File: src/rtl/core_ifu_pkg.sv
// Shared widths, reset vector and FSM encoding for the instruction fetch unit.
package core_ifu_pkg;

   localparam int          CPU_PC_SIZE    = 64;
   localparam int          CPU_INSTR_SIZE = 32;
   localparam logic [63:0] CPU_RESET_PC   = 64'h0000_0000_8000_0000;

   typedef enum logic [1:0] {
      S_IDLE = 2'd0,
      S_REQ  = 2'd1,
      S_WAIT = 2'd2
   } ifu_state_t;

endpackage

File: src/rtl/core_ifu_fifo.sv
// Instruction buffer: head is visible the cycle after a push, and push/pop may share a cycle.
// Flush beats push; pop or push against an empty or full buffer is ignored.
module core_ifu_fifo #(
   parameter int WIDTH = 96,
   parameter int DEPTH = 2
) (
   input  logic                     clk,
   input  logic                     rst,
   input  logic                     push,
   input  logic                     pop,
   input  logic                     flush,
   input  logic [WIDTH-1:0]         din,
   output logic                     full,
   output logic                     empty,
   output logic [$clog2(DEPTH):0]   count,
   output logic [WIDTH-1:0]         head
);

   localparam int AW = $clog2(DEPTH);
   localparam int CW = AW + 1;

   logic [WIDTH-1:0] mem [DEPTH];
   logic [AW-1:0]    rd_ptr;
   logic [AW-1:0]    wr_ptr;
   logic             do_push;
   logic             do_pop;

   assign full    = (count == CW'(DEPTH));
   assign empty   = (count == '0);
   assign do_push = push && !full;
   assign do_pop  = pop && !empty;
   assign head    = empty ? '0 : mem[rd_ptr];

   always_ff @(posedge clk) begin
      if (rst || flush) begin
         rd_ptr <= '0;
         wr_ptr <= '0;
         count  <= '0;
      end else begin
         if (do_push) wr_ptr <= wr_ptr + AW'(1);
         if (do_pop)  rd_ptr <= rd_ptr + AW'(1);
         count <= count + {{AW{1'b0}}, do_push} - {{AW{1'b0}}, do_pop};
      end
   end

   // Storage needs no reset; validity is tracked by count alone.
   always_ff @(posedge clk) begin
      if (do_push && !flush && !rst) mem[wr_ptr] <= din;
   end

endmodule

File: src/rtl/core_ifu.sv
// Fetch unit: one outstanding imem request, responses buffered; first instr visible 3 cycles after reset release.
// Stops issuing while the buffer is full; redirect flushes the buffer and drops the in-flight response.
module core_ifu
   import core_ifu_pkg::*;
#(
   parameter int              PC_W      = CPU_PC_SIZE,
   parameter int              INSTR_W   = CPU_INSTR_SIZE,
   parameter logic [PC_W-1:0] RESET_PC  = PC_W'(CPU_RESET_PC),
   parameter int              BUF_DEPTH = 2
) (
   input  logic               clk,
   input  logic               rst,
   output logic               imem_req_valid,
   input  logic               imem_req_ready,
   output logic [PC_W-1:0]    imem_req_addr,
   input  logic               imem_resp_valid,
   input  logic [INSTR_W-1:0] imem_resp_data,
   input  logic               redirect_i,
   input  logic [PC_W-1:0]    redirect_pc_i,
   output logic               out_valid,
   input  logic               out_ready,
   output logic [PC_W-1:0]    pc_o,
   output logic [INSTR_W-1:0] instr_o,
   output logic [PC_W-1:0]    snpc_o
);

   localparam int              CW         = $clog2(BUF_DEPTH) + 1;
   localparam logic [CW-1:0]   DEPTH_C    = CW'(BUF_DEPTH);
   localparam logic [PC_W-1:0] ALIGN_MASK = ~PC_W'(3);
   localparam logic [PC_W-1:0] PC_STEP    = PC_W'(4);

   ifu_state_t                 state;
   logic [PC_W-1:0]            fetch_pc;
   logic [PC_W-1:0]            req_pc;
   logic                       drop;
   logic                       req_hs;
   logic                       push;
   logic                       pop;
   logic                       full;
   logic                       empty;
   logic [CW-1:0]              count;
   logic [CW-1:0]              post_count;
   logic [PC_W+INSTR_W-1:0]    head;
   logic [PC_W-1:0]            redirect_tgt;

   assign imem_req_valid = (state == S_REQ);
   assign imem_req_addr  = fetch_pc;
   assign req_hs         = imem_req_valid && imem_req_ready;
   assign push           = (state == S_WAIT) && imem_resp_valid && !drop && !redirect_i;
   assign pop            = !empty && out_ready;
   assign post_count     = count + {{(CW-1){1'b0}}, push} - {{(CW-1){1'b0}}, pop};
   assign redirect_tgt   = redirect_pc_i & ALIGN_MASK;

   assign out_valid = !empty;
   assign pc_o      = head[PC_W+INSTR_W-1:INSTR_W];
   assign instr_o   = head[INSTR_W-1:0];
   assign snpc_o    = pc_o + PC_STEP;

   core_ifu_fifo #(
      .WIDTH (PC_W + INSTR_W),
      .DEPTH (BUF_DEPTH)
   ) u_fifo (
      .clk   (clk),
      .rst   (rst),
      .push  (push),
      .pop   (pop),
      .flush (redirect_i),
      .din   ({req_pc, imem_resp_data}),
      .full  (full),
      .empty (empty),
      .count (count),
      .head  (head)
   );

   always_ff @(posedge clk) begin
      if (rst) begin
         state    <= S_IDLE;
         fetch_pc <= RESET_PC & ALIGN_MASK;
         req_pc   <= '0;
         drop     <= 1'b0;
      end else begin
         case (state)
            S_IDLE: begin
               if (redirect_i) begin
                  fetch_pc <= redirect_tgt;
                  state    <= S_REQ;
               end else if (!full) begin
                  state <= S_REQ;
               end
            end
            S_REQ: begin
               if (req_hs) begin
                  req_pc <= fetch_pc;
                  state  <= S_WAIT;
               end
               // A redirect racing the handshake still lets the request go out; its reply is dropped.
               if (redirect_i) begin
                  fetch_pc <= redirect_tgt;
                  drop     <= req_hs;
               end else if (req_hs) begin
                  fetch_pc <= fetch_pc + PC_STEP;
               end
            end
            S_WAIT: begin
               if (redirect_i) fetch_pc <= redirect_tgt;
               if (imem_resp_valid) begin
                  drop <= 1'b0;
                  if (redirect_i || post_count < DEPTH_C) state <= S_REQ;
                  else                                    state <= S_IDLE;
               end else if (redirect_i) begin
                  drop <= 1'b1;
               end
            end
            default: state <= S_IDLE;
         endcase
      end
   end

endmodule

File: config.mk
export PLATFORM = sky130hd
export DESIGN_NAME = core_ifu
export DESIGN_NICKNAME = d
export VERILOG_FILES = /design/src/rtl/core_ifu_pkg.sv /design/src/rtl/core_ifu_fifo.sv /design/src/rtl/core_ifu.sv
export SDC_FILE = /design/constraint.sdc
export NUM_CORES = 1
export LEC_CHECK = 0
export ABC_AREA = 1
export ABC_CLOCK_PERIOD_IN_PS = 23000
export BUFFER_PORTS_ARGS = -buffer_cell sky130_fd_sc_hd__clkbuf_2
export CORE_ASPECT_RATIO = 1.2
export CORE_UTILIZATION = 35
export DETAILED_ROUTE_END_ITERATION = 16
export HOLD_SLACK_MARGIN = 0.02
export MAX_ROUTING_LAYER = met4
export REMOVE_ABC_BUFFERS = 1
export SETUP_SLACK_MARGIN = 0.4
export SYNTH_ARGS = -nofsm -noshare
export SYNTH_HDL_FRONTEND = slang
export SYNTH_SLANG_ARGS = --single-unit
File: constraint.sdc
create_clock -name clk -period 23 [get_ports clk]
set_input_delay 3.45 -clock clk [delete_from_list [all_inputs] [get_ports clk]]
set_output_delay 3.45 -clock clk [all_outputs]
set_load 0.05 [all_outputs]
==> results of run 1 <==
-- kinds of logic after synthesis --
kind of cell / share of synthesized area, %
adder cells (fa/ha/maj): 0.645
AO/OA/AOI/OAI: 7.96
XOR/XNOR: 2.46
AND/OR/NAND/NOR: 34.2
flip-flops: 47.4
other: 0.0215
buffers and inverters: 7.30
-- area by class of cell --
cell class	count	area (sq um)
Inverter	213	805
Sequential cell	320	8290
Multi-Input combinational cell	1749	7940
Timing Repair Buffer	333	1700
Clock buffer	44	920
Fill cell	5138	28600
Tap cell	637	797
Clock inverter	18	204
-- synthesized netlist by cell type, types with 2 or more instances --
master                     count
sky130_fd_sc_hd__nor2_2       40
sky130_fd_sc_hd__a31oi_1       2
sky130_fd_sc_hd__inv_1       205
sky130_fd_sc_hd__nor2_4       12
sky130_fd_sc_hd__clkbuf_1     57
sky130_fd_sc_hd__nand3_1     107
sky130_fd_sc_hd__nor2_1      502
sky130_fd_sc_hd__buf_2        10
sky130_fd_sc_hd__o21ai_0     113
sky130_fd_sc_hd__xnor2_1       7
sky130_fd_sc_hd__nand2_2      17
sky130_fd_sc_hd__nand4_1      31
sky130_fd_sc_hd__buf_4        12
sky130_fd_sc_hd__nand3b_1      5
sky130_fd_sc_hd__a21oi_1     138
sky130_fd_sc_hd__nand2_4       2
sky130_fd_sc_hd__or2_1         5
sky130_fd_sc_hd__o211ai_1      7
sky130_fd_sc_hd__ha_1          9
sky130_fd_sc_hd__or2_2        48
sky130_fd_sc_hd__dfxtp_1     132
sky130_fd_sc_hd__or2_0         2
sky130_fd_sc_hd__o21ai_1       6
sky130_fd_sc_hd__nor3_1        9
sky130_fd_sc_hd__buf_6        10
sky130_fd_sc_hd__nand2_1     630
sky130_fd_sc_hd__inv_2         7
sky130_fd_sc_hd__a221oi_1      2
sky130_fd_sc_hd__xor2_1       42
sky130_fd_sc_hd__a211oi_1      2
sky130_fd_sc_hd__edfxtp_1    188
-- where the power goes --
part           total [W]  internal, W  leakage (nW)  switching (W)
sequential      0.000810     0.000692          2.80       0.000118
combinational   0.000532     0.000134          5.45       0.000398
clock           0.000565     0.000330         0.542       0.000235
-- worst max-delay path: stages (launching register included) --
cell and delay (ns):
sky130_fd_sc_hd__dfxtp_4 0.60, sky130_fd_sc_hd__buf_4 0.71, sky130_fd_sc_hd__or2_2 0.24, sky130_fd_sc_hd__nand3_2 0.13, sky130_fd_sc_hd__inv_1 0.29, sky130_fd_sc_hd__ha_1 0.33, sky130_fd_sc_hd__inv_1 0.13, sky130_fd_sc_hd__nor2_2 0.25
sky130_fd_sc_hd__nand4_1 0.31, sky130_fd_sc_hd__nor2_2 0.39, sky130_fd_sc_hd__nand2_1 0.11, sky130_fd_sc_hd__xor2_1 0.16, sky130_fd_sc_hd__clkbuf_2 0.30
-- flip-flops by register name, summed over array words and instances, names as in the netlist, named ones only --
| register | cells |
|---|---|
| u_fifo.mem | 188 |
| req_pc | 62 |
| drop | 1 |
| imem_req_addr | 62 |
| u_fifo.count | 2 |
| u_fifo.rd_ptr | 1 |
| state | 2 |
| u_fifo.wr_ptr | 1 |
-- per-stage QoR --
stage	util [%]	setup WS (ns)
after floorplan	-	12.16
after global placement	39.7	15.57
after detailed placement	39.7	15.56
after CTS	42.0	14.96
after global routing	42.0	14.77
final	42.0	15.00
-- layout by cell type, fill, tap and decap left out, types with 2 or more instances in the layout --
cell                         instances
sky130_fd_sc_hd__clkbuf_1            8
sky130_fd_sc_hd__a31oi_1             2
sky130_fd_sc_hd__a21oi_1           137
sky130_fd_sc_hd__o211ai_1            7
sky130_fd_sc_hd__nand2_2            17
sky130_fd_sc_hd__or2_0               2
sky130_fd_sc_hd__inv_1             203
sky130_fd_sc_hd__nor2_4             13
sky130_fd_sc_hd__clkinvlp_4          2
sky130_fd_sc_hd__inv_6               3
sky130_fd_sc_hd__a221oi_1            2
sky130_fd_sc_hd__nand2_1           630
sky130_fd_sc_hd__or2_2              48
sky130_fd_sc_hd__xor2_1             42
sky130_fd_sc_hd__o21ai_1             6
sky130_fd_sc_hd__conb_1              6
sky130_fd_sc_hd__nor3_1              8
sky130_fd_sc_hd__clkbuf_16          35
sky130_fd_sc_hd__xnor2_1             7
sky130_fd_sc_hd__ha_1                9
sky130_fd_sc_hd__inv_2               9
sky130_fd_sc_hd__bufinv_16           4
sky130_fd_sc_hd__nand3b_1            5
sky130_fd_sc_hd__dfxtp_1           131
sky130_fd_sc_hd__buf_4              14
sky130_fd_sc_hd__nand3_1           107
sky130_fd_sc_hd__or2_1               5
sky130_fd_sc_hd__a211oi_1            2
sky130_fd_sc_hd__clkinv_2            3
sky130_fd_sc_hd__nand4_1            31
sky130_fd_sc_hd__o21ai_0           113
sky130_fd_sc_hd__nor2_1            501
sky130_fd_sc_hd__nor2_2             40
sky130_fd_sc_hd__edfxtp_1          188
sky130_fd_sc_hd__nand2_4             2
sky130_fd_sc_hd__clkinv_4            2
sky130_fd_sc_hd__clkbuf_2          319
sky130_fd_sc_hd__clkinv_1            5
-- metal layers --
| metal | up-vias | wire length (microns) | track usage [%] |
|---|---|---|---|
| met3 | 104 | 3430 | 3.35 |
| met2 | 534 | 30100 | 42.3 |
| li1 | 8125 | - | - |
| met1 | 7482 | 27600 | 31.4 |
| met4 | 0 | 2410 | 9.62 |
| met5 | - | 0 | - |
-- worst max path at each step --
stage	startpoint	endpoint	slack, ns	depth (start not counted)
2_1_floorplan	imem_resp_valid	u_fifo.mem[0][0]	12.16	4
3_5_place_dp	flop	snpc_o[34]	15.56	12
5_1_grt	flop	snpc_o[34]	14.77	12
3_3_place_gp	flop	snpc_o[34]	15.57	12
6_report	flop	snpc_o[34]	15.00	12
4_1_cts	flop	snpc_o[34]	14.96	12
==> impl_metrics.json, run 1 <==
{
  "drcViolationCount": 0,
  "min-delay-path-class": "flop to flop",
  "maximum_number_of_pins_on_one_net_before_global_route_repair": 99,
  "antenna_found_initial": 0,
  "setup-violations-final": 0,
  "nets": 2763,
  "post-synth-top-area-cell": "sky130_fd_sc_hd__edfxtp_1",
  "worstPathArrival_ns": 4.55,
  "post-cts-setup-buffer-count": 0,
  "worst_hold_startpoint": "u_fifo.rd_ptr",
  "worstSetupEndpointType": "output port",
  "rows": 89,
  "routed_via_density": 4.90,
  "power.density_cell_area_nw_per_um2": 92.3,
  "cts.htree.levels": 2,
  "layout-drive-gt1-share_pct": 19.4,
  "die_h_microns": 247,
  "vias": 16200,
  "ys_seq_area_share_pct": 47.4,
  "grt.total_usage_pct": 25.5,
  "slew_headroom_pct": 33.5,
  "cts_tree": "yes",
  "cts_buffer_depth": 3,
  "worst_skew_pair.late_latency_ns": 0.55,
  "timing_max_transition_violations_final": 0,
  "min_period_ns": 8.00,
  "postRouteWirelength_microns": 63600,
  "vdd.ir_drop.worst_v": 0.0000659,
  "crit_path_start_kind": "flop",
  "gr-total-overflow": 0,
  "synth_area_per_cell_sq_um": 7.38,
  "placed_cells_incl_taps": 3252,
  "worstReg2RegStart": "state[0]",
  "final-hold-violation-count": 0,
  "drt-wirelength-per-cell_microns": 19.2,
  "yosys_register_bits": 320,
  "maxClockFrequency_mhz": 125,
  "die_width_microns": 206,
  "timing.max_cap.violations": 0,
  "synth_ff_type": "sky130_fd_sc_hd__edfxtp_1",
  "timing.final.crit_share_pct": 34.8,
  "cts_hold_repair.buffers": 0,
  "post_cts_gate_resize_count": 0,
  "rsz0062_at_grt": "false",
  "min_path_cells": 1,
  "synthCells": 2367,
  "layout-area-overhead-vs-synth_pct": 18.3,
  "synth_edf_count": 188,
  "finClkSkew_ns": 0.0148,
  "first_global_vias": 15500,
  "final_cell_area_sq_um": 20700,
  "synth_async_sr_flop_share_pct": 0,
  "initialDrtViolationCount": 1189,
  "hold_slack_ns": 0.448,
  "power.static_leakage_nw": 8.80,
  "start_util_pct": 35.5,
  "drt_pass1_iterations": 7,
  "clk_pin_slew_ns": 0.06,
  "final_antenna_net_count": 0,
  "placed_standard_cell_area_sq_um": 19500,
  "fp.dieArea_sq_um": 50800,
  "synth_cell_types": 39,
  "clock_root_buffer": "sky130_fd_sc_hd__clkbuf_16",
  "yosys-top-cells-area": "sky130_fd_sc_hd__edfxtp_1, sky130_fd_sc_hd__dfxtp_1, sky130_fd_sc_hd__nand2_1",
  "place.gp.congestion": 0.955,
  "dp_hpwl_microns": 48300,
  "synth_top_area_share_pct": 32.3,
  "layout.cells.non_filler": 3314,
  "boundaryPins": 328,
  "cts_made_buffers": 35,
  "timing_worst_slew_pin_value_ns": 0.997,
  "num_antenna_cells": 0,
  "synth.cell_area_sq_um": 17500,
  "reg2reg_depth": 10,
  "worst_reg2reg_endpoint": "u_fifo.mem[1][40]",
  "ff2ff_setup_slack_ns": 19.82,
  "status": "complete, no violations",
  "timing.setup.critical_path_class": "flop to output port",
  "synth-warning-count": 0,
  "fp.coreArea_sq_um": 49200,
  "numClockSinks": 320,
  "worstPathRequired_ns": 19.55,
  "finalSetupTns_ns": 0,
  "placement.io_buffers": 319,
  "critical_path.max_fanout": 70,
  "wire_length_of_the_first_global_routing_pass_microns": 93600,
  "design_power_total_w": 0.00191
}
No activity file was read; power rests on OpenSTA's default activity.
==> run 2: changes to the inputs <==
--- a/config.mk
+++ b/config.mk
@@ -6,7 +6,7 @@
 export NUM_CORES = 1
 export LEC_CHECK = 0
 export ABC_AREA = 1
-export ABC_CLOCK_PERIOD_IN_PS = 23000
+export ABC_CLOCK_PERIOD_IN_PS = 7500
 export BUFFER_PORTS_ARGS = -buffer_cell sky130_fd_sc_hd__clkbuf_2
 export CORE_ASPECT_RATIO = 1.2
 export CORE_UTILIZATION = 35
==> constraint.sdc (replaced) <==
create_clock -name clk -period 7.5 [get_ports clk]
set_input_delay 1.125 -clock clk [delete_from_list [all_inputs] [get_ports clk]]
set_output_delay 1.125 -clock clk [all_outputs]
set_load 0.05 [all_outputs]
==> run 2 against run 1 <==
  * Wire length is 1.2% lower
  * Critical path type unchanged
  * Core utilization hardly changed
  * Global-route usage is 0.25 points lower
  * Non-clock buffer count is 1 lower
  * Largest power group unchanged
  * Clock skew is 0.0015 ns lower
  * Final cell count hardly changed
==> impl_metrics.json, run 2 (synthesis results as in run 1) <==
{
  "boundaryPins": 328,
  "power_frac_seq_pct": 42.7,
  "worstPathRequired_ns": 6.38,
  "initialDrtViolationCount": 1007,
  "timing.max_cap.violations": 0,
  "setup-violations-final": 0,
  "die_width_microns": 206,
  "worstPathArrival_ns": 4.13,
  "timing_max_transition_violations_final": 0,
  "critical_path.max_fanout": 98,
  "crit_path_start_kind": "flop",
  "layout.cells.non_filler": 3313,
  "p_clk_share_pct": 29.4,
  "wire_length_of_the_first_global_routing_pass_microns": 93000,
  "cts_made_buffers": 35,
  "post-cts-setup-buffer-count": 0,
  "placement.io_buffers": 319,
  "worst_skew_pair.late_latency_ns": 0.56,
  "cpPeakStageDelay_ns": 0.55,
  "cts_buffer_depth": 3,
  "final-hold-violation-count": 0,
  "fp.coreArea_sq_um": 49200,
  "hold_slack_ns": 0.445,
  "final_antenna_net_count": 0,
  "dp_hpwl_microns": 47900,
  "worstSetupEndpointType": "output port",
  "grt.total_usage_pct": 25.2,
  "layout_commonest_cell": "sky130_fd_sc_hd__nand2_1",
  "gr-total-overflow": 0,
  "timing.setup.critical_path_class": "flop to output port",
  "crit_buf_inv": 4,
  "drt-wirelength-per-cell_microns": 19.0,
  "min_period_ns": 5.26,
  "layout.area.seq_sq_um": 8290,
  "switching_share_pct": 39.5,
  "min-delay-path-class": "flop to flop",
  "fp.dieArea_sq_um": 50800,
  "timing.critical_path.cells": "inv_6, or2_2, nand3_2, inv_1, ha_1, inv_1, nor2_2, nand4_1, nor2_2, nand2_1, xor2_1, clkbuf_2",
  "place.gp.congestion": 0.977,
  "numClockSinks": 320,
  "final_cell_area_sq_um": 20700,
  "vdd.ir_drop.worst_v": 0.000210,
  "placed_cells_incl_taps": 3251,
  "internal_power_w": 0.00352,
  "timing_worst_slew_pin_value_ns": 0.908,
  "finalSetupTns_ns": 0,
  "post_cts_gate_resize_count": 0,
  "max_flop_register": "u_fifo.mem",
  "status": "complete, no violations",
  "antenna_found_initial": 0,
  "nets": 2762,
  "cts_tree": "yes",
  "mostFrequentLayoutCells": "sky130_fd_sc_hd__nand2_1, sky130_fd_sc_hd__nor2_1, sky130_fd_sc_hd__clkbuf_2, sky130_fd_sc_hd__inv_1, sky130_fd_sc_hd__edfxtp_1",
  "clk_pin_slew_ns": 0.06,
  "die_h_microns": 247,
  "maximum_number_of_pins_on_one_net_before_global_route_repair": 99,
  "timing.final.crit_share_pct": 70.1,
  "num_antenna_cells": 0,
  "p_sw_w": 0.00229,
  "finClkSkew_ns": 0.0133,
  "cpLargestDelayFamily": "simple AND/OR/NAND/NOR gates",
  "postRouteWirelength_microns": 62800,
  "drcViolationCount": 0,
  "pre_cts_slack_ns": 2.78,
  "combPwrFrac_pct": 28.0,
  "power.density_cell_area_nw_per_um2": 281,
  "cts.htree.levels": 2,
  "rsz0062_at_grt": "false",
  "vias": 16400,
  "multiInputGateArea_sq_um": 7940,
  "routed_via_density": 4.94,
  "first_global_vias": 15500,
  "final_critical_path_setup_slack_ns": 2.24,
  "largest_register_ff_count": 188,
  "clock_root_buffer": "sky130_fd_sc_hd__clkbuf_16",
  "rows": 89,
  "maxClockFrequency_mhz": 190,
  "drt_pass1_iterations": 5,
  "placed_standard_cell_area_sq_um": 19500,
  "layout-drive-gt1-share_pct": 19.2,
  "slew_headroom_pct": 39.5,
  "start_util_pct": 35.5,
  "fill_cells": 5131,
  "crit_path_top_delay_cell": "sky130_fd_sc_hd__inv_6",
  "power.static_leakage_nw": 8.80,
  "layout-area-overhead-vs-synth_pct": 18.2,
  "cts_hold_repair.buffers": 0
}
[run 2: cell type report]
type	count	share of cell area, %
clock buffers	42	4.47
repair buffers	332	8.26
clock inverters	20	0.903
multi-input cells	1749	38.5
well taps	637	3.86
inverters	213	3.90
flip-flops and latches	320	40.1
[run 2: power groups by stage]
stage	sequential [W]	combinational, W	clock (W)
finish	0.00248	0.00162	0.00171
global route	0.00251	0.00178	0.00181
CTS	0.00247	0.00163	0.00175
detailed placement	0.00251	0.00162	0
global placement	0.00250	0.00160	0
floorplan	0.00273	0.000812	0
[run 2: per-layer routing]
layer  part of all wire [%]  global-route usage, %  vias up
met4                    4.2                   10.5        0
li1                       -                      -     8133
met5                      0                      -        -
met1                     42                   31.1     7503
met2                     48                   41.7      603
met3                    6.0                   3.00      118
[run 2: final timing paths]
path                                 start  slack (ns)                end  cells after the start
worst max-delay path                  flop        2.24         snpc_o[34]                     12
worst min-delay path            req_pc[50]        0.44  u_fifo.mem[0][82]                      0
worst max register to register    state[0]        4.33   u_fifo.mem[1][7]                     10
worst min register to register  req_pc[50]        0.44  u_fifo.mem[0][82]                      0
[run 2: through the flow]
stage          total power [W]  util, %
6_report               0.00581     42.0
5_1_grt                0.00610     42.0
4_1_cts                0.00585     42.0
3_5_place_dp           0.00413     39.7
3_3_place_gp           0.00410     39.7
2_1_floorplan          0.00354        -
==> run 3: changes to the inputs <==
--- a/config.mk
+++ b/config.mk
@@ -6,7 +6,7 @@
 export NUM_CORES = 1
 export LEC_CHECK = 0
 export ABC_AREA = 1
-export ABC_CLOCK_PERIOD_IN_PS = 7500
+export ABC_CLOCK_PERIOD_IN_PS = 5400
 export BUFFER_PORTS_ARGS = -buffer_cell sky130_fd_sc_hd__clkbuf_2
 export CORE_ASPECT_RATIO = 1.2
 export CORE_UTILIZATION = 35
==> constraint.sdc (replaced) <==
create_clock -name clk -period 5.4 [get_ports clk]
set_input_delay 0.81 -clock clk [delete_from_list [all_inputs] [get_ports clk]]
set_output_delay 0.81 -clock clk [all_outputs]
set_load 0.05 [all_outputs]
==> run 3 against run 2 <==
  * Non-clock buffer count rose by 8
  * Sequential share of layout area fell by 0.23 points
  * Hold slack got worse by 0.0018 ns
  * Cell area rose by 0.58%
  * First-iteration DRC count rose by 7.5%
  * Sequential power rose by 39%
  * Critical path depth did not move
  * Global-route usage fell by 0.095 points
  * Setup slack got worse by 1.4 ns
  * Total power rose by 40%
  * Wire length barely moved
  * Highest routed layer unchanged
==> impl_metrics.json, run 3 (synthesis results as in run 1) <==
{
  "cp_common_cell": "sky130_fd_sc_hd__inv_1",
  "final-hold-violation-count": 0,
  "postLayoutCoreUtil_pct": 42.2,
  "final_antenna_net_count": 0,
  "worstSetupEndpointType": "output port",
  "place.gp.congestion": 0.959,
  "grt.total_usage_pct": 25.2,
  "cpPeakStageDelay_ns": 0.45,
  "layout-drive-gt1-share_pct": 19.7,
  "slew_headroom_pct": 33.0,
  "postRouteWirelength_microns": 62900,
  "drcViolationCount": 0,
  "drt-wirelength-per-cell_microns": 18.9,
  "clk_pin_slew_ns": 0.06,
  "hold_slack_ns": 0.443,
  "status": "complete, no violations",
  "nets": 2771,
  "boundaryPins": 328,
  "routed_via_density": 4.91,
  "placement.io_buffers": 319,
  "min_period_ns": 4.57,
  "drt_pass1_iterations": 5,
  "antenna_found_initial": 0,
  "layout-area-overhead-vs-synth_pct": 18.9,
  "mostFrequentLayoutCells": "sky130_fd_sc_hd__nand2_1, sky130_fd_sc_hd__nor2_1, sky130_fd_sc_hd__clkbuf_2, sky130_fd_sc_hd__inv_1, sky130_fd_sc_hd__edfxtp_1",
  "layout.cells.non_filler": 3322,
  "cts_tree": "yes",
  "largest_register_ff_count": 188,
  "worstPathArrival_ns": 3.76,
  "numClockSinks": 320,
  "layout_commonest_cell": "sky130_fd_sc_hd__nand2_1",
  "maxClockFrequency_mhz": 219,
  "finClkSkew_ns": 0.0107,
  "cts_buffer_depth": 3,
  "worst_reg2reg_endpoint": "imem_req_addr[21]",
  "worst_skew_pair.late_latency_ns": 0.55,
  "fp.dieArea_sq_um": 50800,
  "cts_made_buffers": 36,
  "max_flop_register": "u_fifo.mem",
  "min-delay-path-class": "flop to flop",
  "clock_root_buffer": "sky130_fd_sc_hd__clkbuf_16",
  "setup-violations-final": 0,
  "power.static_leakage_nw": 8.86,
  "fp.coreArea_sq_um": 49200,
  "post_cts_gate_resize_count": 0,
  "min_path_cells": 0,
  "timing.max_cap.violations": 0,
  "worstReg2RegStart": "state[0]",
  "timing.final.crit_share_pct": 84.6,
  "timing_max_transition_violations_final": 0,
  "finalSetupTns_ns": 0,
  "start_util_pct": 35.5,
  "die_width_microns": 206,
  "gr-total-overflow": 0,
  "crit_path_start_kind": "flop",
  "worst_hold_startpoint": "req_pc[44]",
  "dp_hpwl_microns": 48700,
  "num_antenna_cells": 0,
  "hold_path_end": "u_fifo.mem[1][76]",
  "maximum_number_of_pins_on_one_net_before_global_route_repair": 95,
  "worstPathRequired_ns": 4.59,
  "timing.setup.critical_path_class": "flop to output port",
  "timing_worst_slew_pin_value_ns": 1.00,
  "timing.critical_path.cells": "inv_1, nand2_2, nand3_2, inv_1, ha_1, inv_1, nor2_2, nand4_1, nor2_2, nand2_1, xor2_1, clkbuf_2",
  "die_h_microns": 247,
  "wire_length_of_the_first_global_routing_pass_microns": 92900,
  "rsz0062_at_grt": "false",
  "rows": 89,
  "reg2reg_depth": 10,
  "vdd.ir_drop.worst_v": 0.000368,
  "initialDrtViolationCount": 1083,
  "cts.htree.levels": 2,
  "power.density_cell_area_nw_per_um2": 390,
  "first_global_vias": 15600,
  "vias": 16300,
  "placed_cells_incl_taps": 3258,
  "critical_path.max_fanout": 13,
  "ff2ff_setup_slack_ns": 2.43,
  "crit_path_top_delay_cell": "sky130_fd_sc_hd__dfxtp_1"
}
[run 3: layer usage]
metal	share of wire, %	up-vias	global-route usage [%]
met2	47	564	41.2
met5	0	-	-
met3	5.1	126	3.20
met1	43	7457	30.8
li1	-	8157	-
met4	4.8	0	11.5
[run 3: repair_timing]
| action | in CTS | in global routing |
|---|---|---|
| setup buffers | 0 | 1 |
| hold buffers | 0 | 0 |
| endpoints found under the setup margin | 0 | 1 |
[run 3: worst max path at each step]
stage / from / slack [ns] / end / cells past startpoint
4_1_cts: flop / 0.59 / snpc_o[34] / 11
3_3_place_gp: flop / 1.22 / snpc_o[34] / 11
2_1_floorplan: imem_resp_valid / -2.80 / u_fifo.mem[0][0] / 4
6_report: u_fifo.count[1] / 0.83 / snpc_o[34] / 12
3_5_place_dp: flop / 1.17 / snpc_o[34] / 11
5_1_grt: u_fifo.count[0] / 0.64 / snpc_o[34] / 12
[run 3: final cells by class]
type / count / area (sq um)
Clock buffer: 44 / 952
Clock inverter: 19 / 179
Fill cell: 5135 / 28400
Inverter: 213 / 805
Multi-Input combinational cell: 1749 / 7940
Sequential cell: 320 / 8290
Tap cell: 637 / 797
Timing Repair Buffer: 340 / 1800
[run 3: where the power goes]
group	internal, W	switching, W	total [W]
combinational	0.000579	0.00169	0.00227
sequential	0.00295	0.000499	0.00345
clock	0.00140	0.000996	0.00240
[run 3: critical path: cells and delay by family, from the launching register on]
family	cells	cell delay, ns
XOR/XNOR	1	0.14
buffers and inverters	4	0.77
flip-flops	1	0.45
adder cells (fa/ha/maj)	1	0.32
AND/OR/NAND/NOR	6	1.54
[run 3: through the flow]
| step | setup slack [ns] | cell area (sq um) | power (W) |
|---|---|---|---|
| after global routing | 0.635 | 20800 | 0.00852 |
| after floorplan | -2.80 | 17000 | 0.00492 |
| final | 0.829 | 20800 | 0.00811 |
| after detailed placement | 1.17 | 19600 | 0.00575 |
| after CTS | 0.587 | 20800 | 0.00817 |
| after global placement | 1.22 | 19600 | 0.00571 |
